File: src/rtl/lutram_sweep_checker_chan.sv
// One DEPTH x 1 LUTRAM channel: asynchronous read, synchronous write, preloaded from INIT.
// Latency: read is combinational from addr; a write lands on the next rising clk edge.
// Backpressure: none; a write is accepted on every cycle that we is high.
// Ports: clk (write clock), we (write enable), addr (word address),
//        wdata (write bit), rdata (read bit at addr).
module lutram_chan #(
  parameter int              DEPTH = 64,
  parameter logic [DEPTH-1:0] INIT = '0,
  localparam int             AW    = $clog2(DEPTH)
) (
  input  logic          clk,
  input  logic          we,
  input  logic [AW-1:0] addr,
  input  logic          wdata,
  output logic          rdata
);

  // Power-up contents come from INIT. There is deliberately no reset here,
  // so a sweep that is interrupted leaves its partial writes in place.
  logic [DEPTH-1:0] mem = INIT;

  always_ff @(posedge clk) begin
    if (we) begin
      mem[addr] <= wdata;
    end
  end

  assign rdata = mem[addr];

endmodule

File: config.mk
export PLATFORM = sky130hd
export DESIGN_NAME = lutram_chan
export DESIGN_NICKNAME = d
export VERILOG_FILES = /design/src/rtl/lutram_sweep_checker_chan.sv
export SDC_FILE = /design/constraint.sdc
export NUM_CORES = 1
export LEC_CHECK = 0
export ABC_AREA = 1
export CAP_MARGIN = 20
export CORE_MARGIN = 1
export CORE_UTILIZATION = 55
export DETAILED_ROUTE_END_ITERATION = 10
export GPL_TIMING_DRIVEN = 0
export PLACE_DENSITY = 0.77
export SYNTH_ARGS = -nofsm -noshare
export SYNTH_HDL_FRONTEND = slang
export SYNTH_SLANG_ARGS = --single-unit
File: constraint.sdc
create_clock -name clk -period 1.4 [get_ports clk]
set_clock_uncertainty 0.1 [all_clocks]
set_input_delay 0.21 -clock clk [delete_from_list [all_inputs] [get_ports clk]]
set_output_delay 0.21 -clock clk [all_outputs]
set_load 0.01 [all_outputs]
# After elaboration in Yosys (flattened, before gate mapping)
# Index checks and enable logic that the tools add are counted.
# Widths: inputs -> output; s select.
[word_totals] register_bits=64 elab_cells=9
[classes] n_lt_le_gt_ge=2 muxes=5 n_reduce_logical=1
[ops] cell="$bwmux 64" count=1
[ops] cell="$lt 6x7->1 const B" count=1
[ops] cell="$bmux 1 s6" count=1
[ops] cell="$demux 1 s6" count=1
[ops] cell="$ge 6x1->1 const B" count=1
[ops] cell="$mux 1" count=2
[ops] cell="$logic_and 1x1->1" count=1

# Logic depth before layout (Yosys ltp)
[logic_depth] word_depth=5 depth_mapped=13

# Worst setup path before layout
# OpenSTA, ideal clock, no wires.
[synth_path] kind="input port to output port" startpoint="input port addr[0]" endpoint="output port rdata" t_arrival_ns=1.053 t_required_ns=1.090 path_slack_ns=0.037 path_stages=8 n_path_buf=1 cell_sequence="buf_6 -> or2_2 -> nand3_1 -> nand2_1 -> o21ai_1 -> nand2_1 -> nor2_1 -> nand2_1"
[synth_via] elab_chain_cells=2
[synth_rtl] item="from (decl)" line="13" source="input logic [AW-1:0] addr,"
[synth_rtl] item="$bmux 1 s6" line="28" source="assign rdata = mem[addr];"
[synth_rtl] item="$mux 1 (implied by the code)" line="28"
[synth_rtl] item="to (decl)" line="15" source="output logic rdata"
# No other way between the ends. The select of a mux whose other input is x is not followed.

# Worst setup path in the final report
[layout_path] startpoint="register mem[27]" endpoint="output port rdata"
[layout_via] elab_chain_cells=2
[layout_rtl] item="from (decl)" line="20" source="logic [DEPTH-1:0] mem = INIT;"
[layout_rtl] item="from (signal, indexed assignment)" line="24" source="mem[addr] <= wdata;"
[layout_rtl] item="$bmux 1 s6" line="28"
[layout_rtl] item="$mux 1 (implied by the code)" line="28"
# No other way between the ends. The select of a mux whose other input is x is not followed.

==> results.sh <==
export IMPL_die_w_um=77.33
export IMPL_dp_cells=421
export IMPL_synth_nets=352
export IMPL_status="finished with violations"
export IMPL_hold_viol=0
export IMPL_synth_area_um2=3120
export IMPL_ys_types=17
export IMPL_finalCritPeriodShare_pct=138.5
export IMPL_grt_max_degree=65
export IMPL_viasPerCell=5.414
export IMPL_largest_reg_flops=64
export IMPL_critPathMaxFanout=1
export IMPL_path_cells="inv_1, nand2_1, o211ai_1, nand2_1, o21ai_2, nand2_1, nor2_1, nand2_1, buf_2"
export IMPL_wl_per_cell_um=15.71
export IMPL_fmax_mhz=515.8
export IMPL_slew_violations=0
export IMPL_synth_seq_area_share_pct=61.59
export IMPL_htreeDepth=3
export IMPL_syn2layout_area_growth_pct=14.76
export IMPL_pwr_share_seq_pct=56.4
export IMPL_grtUsageTotal_pct=24.72
export IMPL_internal_power_w=0.002849
export IMPL_sw_frac_of_total_pct=24.32
export IMPL_max_slew_margin_pct=35.45
export IMPL_dp_hpwl_mm=4.068
export IMPL_max_stage_delay_ps=370
export IMPL_crit_top_cell="nand2_1"
export IMPL_drive_gt1_share_pct=15.68
export IMPL_cts_tree="done"
export IMPL_avgSynthCellArea_um2=9.098
export IMPL_worstMarginPinSlew_ps=968.2
export IMPL_failed_checks="negative setup slack"
export IMPL_drt_pass1_iterations=5
export IMPL_crit_path_start_kind="flop"
export IMPL_clkSlewWorstSetupHoldPaths_ps=70
export IMPL_cts_root_buf="clkbuf_8"
export IMPL_layout_commonest_cell="nand2_1"
export IMPL_drc_errors=0
export IMPL_cp_end_kind="primary output"
export IMPL_top_register="mem"
export IMPL_setup_viol=1
export IMPL_dpl_cell_area_um2=3266
export IMPL_worst_path_max_delay_cell="edfxtp_1"
export IMPL_diodes=0
export IMPL_design_area_um2=3581
export IMPL_worstHoldStart="we"
export IMPL_holdPathEnd="mem[41]"
export IMPL_syn_inst=343
export IMPL_numClockSinks=64
export IMPL_crit_type="flop to primary output"
export IMPL_coreArea_um2=5473
export IMPL_rsz0062_at_grt="true"
export IMPL_start_util_pct=57.02
export IMPL_powerDensity_nw_per_um2=1051
export IMPL_synth_seq_cells=64
export IMPL_netSwitchingPower_w=0.0009156
export IMPL_maxCapViolations=0
export IMPL_cts_made_buffers=9
export IMPL_place_congestion=0.8973
export IMPL_reg_top3="mem: 64 flops"
export IMPL_pwr_share_comb_pct=9.6
export IMPL_p_leak_nw=1.409
export IMPL_critical_path_required_ps=1090
export IMPL_finalNetCount=376
export IMPL_row_count=27
export IMPL_grt_pass1_wl_mm=10.58
export IMPL_period_minus_slack_ps=1939
export IMPL_ys_warn_count=0
export IMPL_clkPwrFrac_pct=34.0
export IMPL_overflow=0
export IMPL_via_count=2393
export IMPL_clock_path_buffers=2
export IMPL_worstPathArrival_ps=1630
export IMPL_ir_worst_vdd_v=0.0006532
export IMPL_holdPathStages=3
export IMPL_final_cell_mix="nand2_1, nor2_1, edfxtp_1"
export IMPL_ant_nets=0
export IMPL_hp_class="input pin to flop"
export IMPL_drt_total_wl_mm=6.943
export IMPL_antenna_found_initial=0
export IMPL_place_port_buffers=6
export IMPL_stdcell_count=442
export IMPL_setup_slack_ps=-538.8
export IMPL_drt_initial_drc_count=292
export IMPL_dieArea_um2=5979
export IMPL_ios=10
export IMPL_die_h_um=77.33
export IMPL_total_power_w=0.003765
export IMPL_grt_pass1_vias=2132
power groups by stage:
stage / logic (W) / registers [W] / clock network (W)
4_1_cts: 0.000336 / 0.00212 / 0.00127
3_3_place_gp: 0.000310 / 0.00217 / 0
3_5_place_dp: 0.000315 / 0.00217 / 0
5_1_grt: 0.000392 / 0.00212 / 0.00135
6_report: 0.000362 / 0.00212 / 0.00128
2_1_floorplan: 0.000198 / 0.00216 / 0
layer usage:
metal / part of all wire, % / vias up / GRT usage (%)
li1: - / 1146 / -
met1: 41 / 1129 / 30.01
met2: 50 / 101 / 40.44
met3: 6.4 / 17 / 5.000
met4: 3.1 / 0 / 15.09
met5: 0 / - / 0
through the flow:
stage | util, % | hold slack [ps] | setup WS, ps | TNS (ps)
2_1_floorplan | - | 208.9 | 36.52 | 0
3_3_place_gp | 59.76 | 894.3 | -1120 | -115930
3_5_place_dp | 59.67 | 859.3 | -1123 | -48170
4_1_cts | 64.17 | 435.8 | -506.3 | -3491
5_1_grt | 65.43 | 456.7 | -612.8 | -612.8
6_report | 65.43 | 442.8 | -538.8 | -538.8
layout make-up:
type / instances / area [um2]
flip-flops and latches: 64 / 1922
fillers: 469 / 1892
multi-input cells: 236 / 1092
clock buffers: 12 / 135.1
inverters: 33 / 131.4
repair buffers: 13 / 106.4
plain buffers: 10 / 95.09
well taps: 72 / 90.09
clock inverters: 2 / 8.758
worst max-delay path by stage:
| stage | from | slack, ps | depth (start not counted) | to |
|---|---|---|---|---|
| floorplan | addr[0] | 40 | 8 | rdata |
| global placement | addr[1] | -1120 | 11 | rdata |
| detailed placement | addr[1] | -1120 | 11 | rdata |
| CTS | mem[44] | -510 | 8 | rdata |
| global route | mem[27] | -610 | 9 | rdata |
| finish | mem[27] | -540 | 9 | rdata |
synthesized netlist by cell type:
master | number | area [um2]
edfxtp_1 | 64 | 1922
nor2_1 | 78 | 292.8
nand3_1 | 20 | 100.1
buf_6 | 5 | 56.30
clkbuf_1 | 1 | 3.750
nor2_4 | 3 | 33.78
inv_1 | 32 | 120.1
o21ai_1 | 4 | 20.02
o211ai_1 | 4 | 30.03
nand2_1 | 113 | 424.2
o21ai_0 | 1 | 5.000
inv_6 | 1 | 8.760
nor3_1 | 6 | 30.03
or2_2 | 2 | 12.51
buf_4 | 4 | 30.03
nand2_2 | 1 | 6.260
or2_1 | 4 | 25.02
cell families (layout without fill, tap and decap cells):
kind of cell,count (synthesis),in the layout,share of synthesized area [%]
simple gates,227,227,29.63
flops,64,64,61.59
buf+inv,43,70,7.017
compound gates,9,9,1.764
worst max-delay path, delay by kind of cell, from the launching register on:
kind / cells / cell delay, ps
and+or+nand+nor: 5 / 420
DFF: 1 / 370
AOI/OAI and AO/OA: 2 / 270
buffers and inverters: 2 / 220
timing repair:
action	CTS	global route
buffers inserted	3	4
gates resized for setup	32	10
pin swaps	8	2
setup endpoints to repair	65	36
hold buffers	0	0
No activity file was read; power rests on OpenSTA's default activity.
